File: src/rtl/serial_lane_rx_aligner_pkg.sv
// Shared definitions for the serial lane receive aligner.
//   PHY_COM_SYMBOL  : idle/alignment symbol, same value the transmit serializer emits
//   PHY_COM_COUNT   : default number of consecutive aligned COMs needed for lane sync
//   rx_state_t      : aligner state encoding (HUNT=0, COUNT=1, SYNC=2)
//   is_com()        : symbol compare helper
package serial_lane_rx_aligner_pkg;

  localparam logic [7:0] PHY_COM_SYMBOL = 8'hBC;
  localparam int         PHY_COM_COUNT  = 4;

  typedef enum logic [1:0] {
    ST_HUNT  = 2'd0,
    ST_COUNT = 2'd1,
    ST_SYNC  = 2'd2
  } rx_state_t;

  function automatic logic is_com(input logic [7:0] sym, input logic [7:0] com);
    return (sym == com);
  endfunction

endpackage

File: src/rtl/serial_lane_rx_aligner_if.sv
// Lane-side bus of the receive aligner.
//   serial_in  : serial lane bit, MSB of each byte first
//   sync_en    : lane sync enable; low forces the aligner back to hunting
//   data_out   : received byte, held for the whole byte period
//   valid_out  : data_out holds a non-COM byte
//   active     : lane is in sync
// Modports: master drives the serial stream and enable, slave is the aligner.
interface serial_lane_rx_aligner_if;

  logic       serial_in;
  logic       sync_en;
  logic [7:0] data_out;
  logic       valid_out;
  logic       active;

  modport master (
    output serial_in,
    output sync_en,
    input  data_out,
    input  valid_out,
    input  active
  );

  modport slave (
    input  serial_in,
    input  sync_en,
    output data_out,
    output valid_out,
    output active
  );

endinterface

File: src/rtl/serial_lane_rx_aligner.sv
// Serial lane receive aligner: deserialises the MSB-first bit stream into bytes, hunts for
// the COM symbol on every bit position, and declares lane sync after COM_COUNT consecutive
// byte-aligned COMs. In sync, non-COM bytes are presented with valid_out; COMs are idle.
// Ports:
//   clk_32f : bit clock, all flops on the rising edge
//   reset   : asynchronous, active-high
//   lane    : serial_lane_rx_aligner_if.slave (serial_in, sync_en -> data_out, valid_out, active)
//
// state  | meaning
// -------+-----------------------------------------------------------------
// HUNT   | bit-granular search for a COM in the sliding 8-bit window
// COUNT  | byte-aligned, counting consecutive COMs at each byte boundary
// SYNC   | lane in sync; bytes delivered at each boundary, COMs are idle
module serial_lane_rx_aligner
  import serial_lane_rx_aligner_pkg::*;
#(
  parameter logic [7:0] COM_SYMBOL = PHY_COM_SYMBOL,
  parameter int         COM_COUNT  = PHY_COM_COUNT
) (
  input  logic                     clk_32f,
  input  logic                     reset,
  serial_lane_rx_aligner_if.slave  lane
);

  rx_state_t  state;
  logic [6:0] sr;
  logic [2:0] bit_cnt;
  logic [3:0] com_cnt;
  logic [3:0] com_cnt_inc;
  logic [7:0] win;
  logic       win_com;
  logic       byte_end;
  logic [7:0] data_q;
  logic       valid_q;
  logic       active_q;

  // Only seven history bits are kept: the eighth bit of the window is the live serial_in,
  // so a byte is complete in the same cycle its last bit arrives.
  assign win         = {sr, lane.serial_in};
  assign win_com     = is_com(win, COM_SYMBOL);
  assign byte_end    = (bit_cnt == 3'd7);
  assign com_cnt_inc = com_cnt + 4'd1;

  // Shift register runs regardless of sync_en. bit_cnt is parked at 0 while hunting so the
  // first cycle after a COM match is bit 0 of the next byte.
  always_ff @(posedge clk_32f or posedge reset) begin
    if (reset) begin
      sr      <= '0;
      bit_cnt <= '0;
    end else begin
      sr <= {sr[5:0], lane.serial_in};
      if (!lane.sync_en || state == ST_HUNT) begin
        bit_cnt <= '0;
      end else begin
        bit_cnt <= bit_cnt + 3'd1;
      end
    end
  end

  always_ff @(posedge clk_32f or posedge reset) begin
    if (reset) begin
      state    <= ST_HUNT;
      com_cnt  <= '0;
      data_q   <= '0;
      valid_q  <= 1'b0;
      active_q <= 1'b0;
    end else if (!lane.sync_en) begin
      state    <= ST_HUNT;
      com_cnt  <= '0;
      data_q   <= '0;
      valid_q  <= 1'b0;
      active_q <= 1'b0;
    end else begin
      case (state)
        ST_HUNT: begin
          if (win_com) begin
            state   <= ST_COUNT;
            com_cnt <= 4'd1;
          end
        end
        ST_COUNT: begin
          if (byte_end) begin
            if (win_com) begin
              com_cnt <= com_cnt_inc;
              if (com_cnt_inc == 4'(COM_COUNT)) begin
                state    <= ST_SYNC;
                active_q <= 1'b1;
              end
            end else begin
              // a non-COM byte breaks the run; the COMs must be consecutive
              state   <= ST_HUNT;
              com_cnt <= '0;
            end
          end
        end
        ST_SYNC: begin
          if (byte_end) begin
            if (win_com) begin
              valid_q <= 1'b0;
            end else begin
              data_q  <= win;
              valid_q <= 1'b1;
            end
          end
        end
        default: begin
          state   <= ST_HUNT;
          com_cnt <= '0;
        end
      endcase
    end
  end

  assign lane.data_out  = data_q;
  assign lane.valid_out = valid_q;
  assign lane.active    = active_q;

endmodule

File: src/flat_wrapper.sv
// flat-port wrapper written by rule: the top's interface ports become plain ports
module serial_lane_rx_aligner_flat import serial_lane_rx_aligner_pkg::*;
#(
  parameter logic [7:0] COM_SYMBOL = PHY_COM_SYMBOL,
  parameter int         COM_COUNT  = PHY_COM_COUNT
)
  (clk_32f, reset, lane_serial_in, lane_sync_en, lane_data_out, lane_valid_out, lane_active);
  serial_lane_rx_aligner_if lane_i ();
  input  logic clk_32f;
  input  logic reset;
  input wire logic [$bits(lane_i.serial_in)-1:0] lane_serial_in;
  input wire logic [$bits(lane_i.sync_en)-1:0] lane_sync_en;
  output wire logic [$bits(lane_i.data_out)-1:0] lane_data_out;
  output wire logic [$bits(lane_i.valid_out)-1:0] lane_valid_out;
  output wire logic [$bits(lane_i.active)-1:0] lane_active;
  assign lane_i.serial_in = lane_serial_in;
  assign lane_i.sync_en = lane_sync_en;
  assign lane_data_out = lane_i.data_out;
  assign lane_valid_out = lane_i.valid_out;
  assign lane_active = lane_i.active;
  serial_lane_rx_aligner #(.COM_SYMBOL(COM_SYMBOL), .COM_COUNT(COM_COUNT)) u_core (.clk_32f(clk_32f), .reset(reset), .lane(lane_i));
endmodule
File: config.mk
export PLATFORM = sky130hd
export DESIGN_NAME = serial_lane_rx_aligner_flat
export DESIGN_NICKNAME = d
export VERILOG_FILES = /design/src/rtl/serial_lane_rx_aligner_pkg.sv /design/src/rtl/serial_lane_rx_aligner_if.sv /design/src/rtl/serial_lane_rx_aligner.sv /design/src/flat_wrapper.sv
export SDC_FILE = /design/constraint.sdc
export NUM_CORES = 1
export LEC_CHECK = 0
export ABC_CLOCK_PERIOD_IN_PS = 1500
export CAP_MARGIN = 40
export CORE_ASPECT_RATIO = 1.75
export CORE_MARGIN = 2
export CORE_UTILIZATION = 47
export CTS_CLUSTER_DIAMETER = 200
export DETAILED_ROUTE_END_ITERATION = 12
export HOLD_SLACK_MARGIN = 0.05
export PLACE_DENSITY = 0.77
export SLEW_MARGIN = 25
export SYNTH_ARGS = -nofsm -noshare
export SYNTH_HDL_FRONTEND = slang
export SYNTH_SLANG_ARGS = --single-unit
File: constraint.sdc
create_clock -name clk_32f -period 1.5 [get_ports clk_32f]
set_input_delay 0.225 -clock clk_32f [delete_from_list [all_inputs] [get_ports clk_32f]]
set_output_delay 0.225 -clock clk_32f [all_outputs]
set_load 0.03 [all_outputs]
==> results by group, run 1 <==
Finish
  • Register area: 652 um2
  • Nets: 129
  • Share of cells above drive strength 1: 33.3%
  • Fillcell total: 164
  • Commonest non-fill, non-tap cell in the layout: dfrtp_1
  • Highest-count cells in the layout ignoring fill and taps: dfrtp_1, buf_4, dlygate4sd2_1, a22o_1, nand2_1
  • Final Non-Filler Cells: 145
  • Multi-input logic area: 507 um2
  • Cell area after layout: 1530 um2
  • Post-layout util: 67.3%
  • Area delta synth->final: 37.9%
  • Antenna cells: 0

GRT
  • First-pass GRT wire length: 3.53 mm
  • Gr ovfl total: 0
  • Largest net degree at the start of global routing: 27
  • Number of global-route vias before repair: 792
  • Antenna violations before repair: 0
  • All-layer global routing usage: 18.8%

Clocking
  • Sink Count: 26
  • CTS H-tree lvls: 1
  • Clk root buf: clkbuf_8
  • Worst-Skew Late Latency: 270 ps
  • Reg clk slew, reported paths: 90 ps
  • Max clock buf depth: 2
  • TritonCTS Buffers: 3
  • CTS tree: built

STA
  • Final hold violation count: 0
  • Tightest Pin Transition: 353 ps
  • Final Skew: 5.61 ps
  • Slew Viols, Final: 0
  • Min Tclk post-route: 1520 ps
  • Unrepaired setup endpoints after global routing: true
  • Setup TNS: -68.9 ps
  • Relative slew margins: 76.2%
  • Final setup fails: 7
  • Final Worst Setup Slack: -18.3 ps
  • Final Cycle Share: 101%
  • Fmax: 659 MHz

Synthesis
  • Avg Cell Area, Syn: 12.5 um2
  • Syn nets: 97
  • YS warnings: 0
  • FF+latch count, synth: 26
  • Mapped Area: 1110 um2
  • Seq/Total Area, Yosys: 58.6%
  • Yosys cell types: 33
  • Post-Syn Instances: 89

Floorplan
  • Die H: 68.3 um
  • Die ar.: 2780 um2
  • Initial core utilization: 48.8%
  • # IOs: 14
  • Row count: 23
  • Die span in x: 40.7 um
  • Core Area: 2270 um2

Job
  • Max cap viols: 0

Route
  • Post-DRT Antenna Nets: 0
  • Final wirelength: 2.37 mm
  • Routed vias: 823
  • WL/cell: 16.3 um
  • First-pass DRT Iterations: 4
  • Number of vias per cell: 5.68
  • DRC viols: 0
  • DR iter-0 viols: 22

Status
  • Failing checks: setup timing
  • Status: finished with violations

Critical path
  • Crit-path slowest cell: dfrtp_1
  • Reg-to-Reg Start: u_core.bit_cnt[1]
  • WP data required: 1660 ps
  • Crit-path max cell delay: 420 ps
  • Most used cell, CP: ha_4
  • CP max FO: 8
  • Critical Path AT: 1680 ps
  • Setup crit end kind: flip-flop
  • CP delay by family, top: flip-flops
  • Critical Path Source: u_core.bit_cnt[1]
  • Worst path bufs/invs: 1
  • Setup Crit Path Kind: reg -> reg
  • Startpoint Class: flip-flop
  • Worst path cell trace: ha_4 > ha_4 > nand3b_1 > clkinv_2 > and3_4 > a22o_1

Power and ir drop
  • Power per cell area: 903 nW/um2
  • VDD IR max: 0.000585 V
  • Leak: 0.000737 uW

Placed design
  • DP Area: 1360 um2
  • DP Cell Count: 136
  • I/O Buffers: 13
  • HPWL after DPL: 1.59 mm
  • Pre-CTS setup slack: -248 ps
  • Global placement routability congestion: 0.799

Min path
  • Hold Path Class: in -> async
[registers in the layout (all words and copies together), names as in the netlist]
name	flops
u_core.com_cnt	4
u_core.lane.active	1
u_core.state	2
u_core.lane.valid_out	1
u_core.lane.data_out	8
u_core.sr	7
u_core.bit_cnt	3
[worst reg2reg max path: stages, from the launching register on]
cell	delay, ps
dfrtp_1	420
ha_4	180
ha_4	160
nand3b_1	110
clkinv_2	100
and3_4	220
a22o_1	220
[kinds of logic after synthesis]
kind of cell	share of synthesized area (%)
compound gates	15.2
buf+inv	2.48
simple gates	18.4
fa+ha+maj	4.51
flops	58.6
xor+xnor	0.789
[cells in the mapped netlist, drive strengths merged]
cell | n | area (um2)
clkbuf | 1 | 3.75
o21ai | 6 | 30.0
a21oi | 2 | 10.0
and2 | 1 | 6.26
or2 | 2 | 12.5
a41oi | 1 | 8.76
nand3b | 2 | 15.0
nor4b | 2 | 23.8
clkinv | 1 | 3.75
nor3b | 1 | 7.51
xor2 | 1 | 8.76
nand4bb | 1 | 27.5
inv | 1 | 3.75
or3 | 1 | 6.26
nand2 | 9 | 33.8
nor2 | 3 | 11.3
and3 | 3 | 23.8
ha | 4 | 50.1
nand3 | 3 | 15.0
o221ai | 1 | 8.76
o311a | 1 | 10.0
a32o | 1 | 10.0
a22o | 8 | 70.1
nor2b | 2 | 12.5
buf | 2 | 16.3
dfrtp | 26 | 651
o211a | 1 | 10.0
nand4b | 1 | 8.76
a21boi | 1 | 11.3
[through the flow]
step                      hold WS (ps)  power [uW]
after floorplan                    256         773
after global placement             396         806
after detailed placement           399         808
after CTS                          302        1380
after global routing               349        1430
final                              290        1380
[timing repair]
action                                  CTS  global route
buffers inserted                          2             3
endpoints found under the setup margin   17            13
hold buffers                              0             0
gates resized for setup                  11            17
pin swaps                                 7            14
[routing by layer]
layer | part of all wire [%] | track usage (%)
met1 | 41 | 21.1
met2 | 54 | 31.2
met3 | 2.0 | 2.92
met4 | 2.7 | 11.7
met5 | 0 | 0
[report_power, final]
group | internal [uW] | switching, uW | total (uW)
Clock | 357 | 221 | 578
Combinational | 36.7 | 35.2 | 71.9
Sequential | 715 | 18.1 | 733
[final timing paths]
kind	endpoint	slack, ps	cells after the start
max	u_core.lane.data_out[3]	-20	6
min	u_core.bit_cnt[0]	290	3
max reg2reg	u_core.lane.data_out[3]	-20	6
min reg2reg	u_core.sr[4]	420	0
max in group asynchronous	u_core.com_cnt[0]	950	3
min in group clk_32f	u_core.sr[4]	420	0
[final cells by class]
class                      count  share of cell area [%]
multi-input combinational     58                    33.1
sequential                    26                    42.6
clock buffer                   3                    2.70
inverter                       2                   0.572
tap                           25                    2.04
clock inverter                 1                    1.96
timing repair buffer          30                    17.0
(Power assumes the default switching activity.)
==> run 2: changes to the inputs <==
CORE_MARGIN = not set   (was 2)
==> run 2 against run 1 <==
The run still ends with setup timing left. Fmax decreased by 0.15%. Register-to-register slack about the same. Wire length increased by 0.17%. Worst setup slack got worse by 2.3 ps. Sequential share of layout area increased by 0.94 points. Hold slack improved by 18 ps. Utilization decreased by 1.3 points. Final cell count increased by 0.69%. Clock-buffer cell count unchanged. Via count decreased by 0.12%. Sequential power about the same. Critical path depth unchanged. Highest routed layer unchanged.
==> results by group, run 2 (synthesis gave the netlist of run 1 again) <==
STA
  • Final hold violation count: 0 (unchanged)
  • Final setup fails: 6 (-1)
  • Slew Viols, Final: 0 (unchanged)
  • Relative slew margins: 78.8% (+2.6 points)
  • Fmax: 658 MHz (-0.15%)
  • Setup TNS: -45.7 ps (+23.2 ps)
  • Final Cycle Share: 101% (+0.15 points)
  • Tightest Pin Transition: 318 ps (-34.6 ps)
  • Unrepaired setup endpoints after global routing: true
  • Final Worst Setup Slack: -20.6 ps (-2.30 ps)
  • Final Skew: 4.53 ps (-1.08 ps)
  • Min Tclk post-route: 1520 ps (+2.30 ps)

Floorplan
  • Die ar.: 2570 um2 (-7.7%)
  • Initial core utilization: 48.8% (unchanged)
  • # IOs: 14 (unchanged)
  • Core Area: 2270 um2 (unchanged)
  • Die H: 66.3 um (-2.9%)
  • Die span in x: 38.7 um (-4.9%)
  • Row count: 23 (unchanged)

Critical path
  • Startpoint Class: flip-flop
  • WP data required: 1650 ps (about the same)
  • Critical Path Source: u_core.bit_cnt[0]
  • FF-to-FF path depth: 6 (unchanged)
  • CP delay by family, top: flip-flops
  • Crit-path slowest cell: dfrtp_1
  • Crit-path max cell delay: 390 ps (-30 ps)
  • Setup Crit Path Kind: reg -> reg
  • Worst path cell trace: ha_2 > ha_4 > nand3b_1 > clkinv_2 > and3_4 > a22o_1
  • Worst path bufs/invs: 1 (unchanged)
  • Setup crit end kind: flip-flop
  • Internal reg-to-reg setup slack: -20 ps (about the same)
  • Capturing point of the worst reg2reg path: u_core.lane.data_out[6]
  • Critical Path AT: 1670 ps (about the same)
  • Reg-to-Reg Start: u_core.bit_cnt[0]
  • CP max FO: 8 (unchanged)

Clocking
  • Cts hold-fix bufs: 0 (unchanged)
  • CTS H-tree lvls: 1 (unchanged)
  • Sink Count: 26 (unchanged)
  • Max clock buf depth: 2 (unchanged)
  • CTS tree: built
  • TritonCTS Buffers: 3 (unchanged)
  • Clk root buf: clkbuf_8
  • Worst-Skew Late Latency: 260 ps (about the same)
  • Reg clk slew, reported paths: 80 ps (about the same)

Power and ir drop
  • Comb power frac: 6.8% (+1.6 points)
  • Power per cell area: 787 nW/um2 (-13%)
  • Int Pwr: 937 uW (-15%)
  • VDD IR max: 0.000593 V (+1.3%)
  • Reg power frac: 61.9% (+8.9 points)
  • Psw: 243 uW (-11%)
  • Leak: 0.000728 uW (-1.3%)
  • Clk pwr share: 31.3% (-10 points)
  • Sw Ratio: 20.6% (+0.76 points)

Finish
  • Commonest non-fill, non-tap cell in the layout: dfrtp_1
  • Share of cells above drive strength 1: 33.1% (-0.28 points)
  • Fillcell total: 169 (+3.0%)
  • Final Non-Filler Cells: 146 (+0.69%)
  • Cell area after layout: 1500 um2 (-2.0%)
  • Highest-count cells in the layout ignoring fill and taps: dfrtp_1, buf_4, dlygate4sd2_1, a22o_1, nand2_1
  • Nets: 131 (+1.6%)
  • Antenna cells: 0 (unchanged)
  • Area delta synth->final: 35.2%
  • Max FFs per register: 8 (unchanged)

Route
  • DRC viols: 0 (unchanged)
  • First-pass DRT Iterations: 6 (+2)
  • DR iter-0 viols: 21 (-4.5%)
  • Routed vias: 822 (-0.12%)
  • WL/cell: 16.2 um (-0.52%)
  • Final wirelength: 2.37 mm (+0.17%)
  • Number of vias per cell: 5.63 (-0.81%)
  • Post-DRT Antenna Nets: 0 (unchanged)

GRT
  • Largest net degree at the start of global routing: 27 (unchanged)
  • All-layer global routing usage: 20.3% (+1.6 points)
  • Number of global-route vias before repair: 821 (+3.7%)
  • Gr ovfl total: 0 (unchanged)
  • Antenna violations before repair: 0 (unchanged)
  • First-pass GRT wire length: 3.62 mm (+2.5%)

Placed design
  • DP Area: 1340 um2 (-1.1%)
  • I/O Buffers: 13 (unchanged)
  • DP Cell Count: 134 (-1.5%)
  • Global placement routability congestion: 0.692 (-13%)
  • Pre-CTS setup slack: -243 ps (+5.31 ps)
  • HPWL after DPL: 1.59 mm (about the same)

Min path
  • Hold Path Class: in -> async

Status
  • Failing checks: setup timing
  • Status: finished with violations

Job
  • Max cap viols: 0 (unchanged)
## run 2: per-stage QoR
stage	hold WS, ps	util, %	total power [uW]
after floorplan	256	-	773
after global placement	390	59.1	803
after detailed placement	398	59.1	806
after CTS	322	62.0	1170
after global routing	346	66.0	1230
final	307	66.0	1180
## run 2: power groups by stage
stage,clock network (uW),logic (uW),registers (uW)
after floorplan,0,32.6,740
after global placement,0,59.6,743
after detailed placement,0,61.5,744
after CTS,377,64.3,731
after global routing,411,90.0,733
final,369,80.5,730
## run 2: what timing repair did
action	4_1_cts	5_1_grt
setup endpoints to repair	23	14
buffers inserted	5	5
pin swaps	9	15
resized for setup	11	14
## run 2: tightest hold or removal path: stages
cell	delay, ps
clkdlybuf4s50_1	390
inv_1	50
buf_4	300
## run 2: cell type report
type / instances / area (um2) / share of cell area (%)
clock buffer: 3 / 41.3 / 2.75
sequential: 26 / 653 / 43.5
multi-input combinational: 58 / 494 / 32.9
timing repair buffer: 32 / 272 / 18.1
inverter: 2 / 8.76 / 0.584
tap: 25 / 31.3 / 2.09
## run 2: worst max-delay path by stage
stage                              end  slack [ps]  cells past startpoint
3_3_place_gp   u_core.lane.data_out[6]        -200                      5
2_1_floorplan  u_core.lane.data_out[0]           7                      7
6_report       u_core.lane.data_out[6]         -20                      6
4_1_cts        u_core.lane.data_out[0]         -30                      6
5_1_grt        u_core.lane.data_out[6]         -90                      6
3_5_place_dp   u_core.lane.data_out[6]        -240                      5
## run 2: per-layer routing
metal	track usage, %	routed length (um)
met2	32.7	1350
met1	24.8	924
met3	2.02	40
met4	12.9	55
met5	0	0
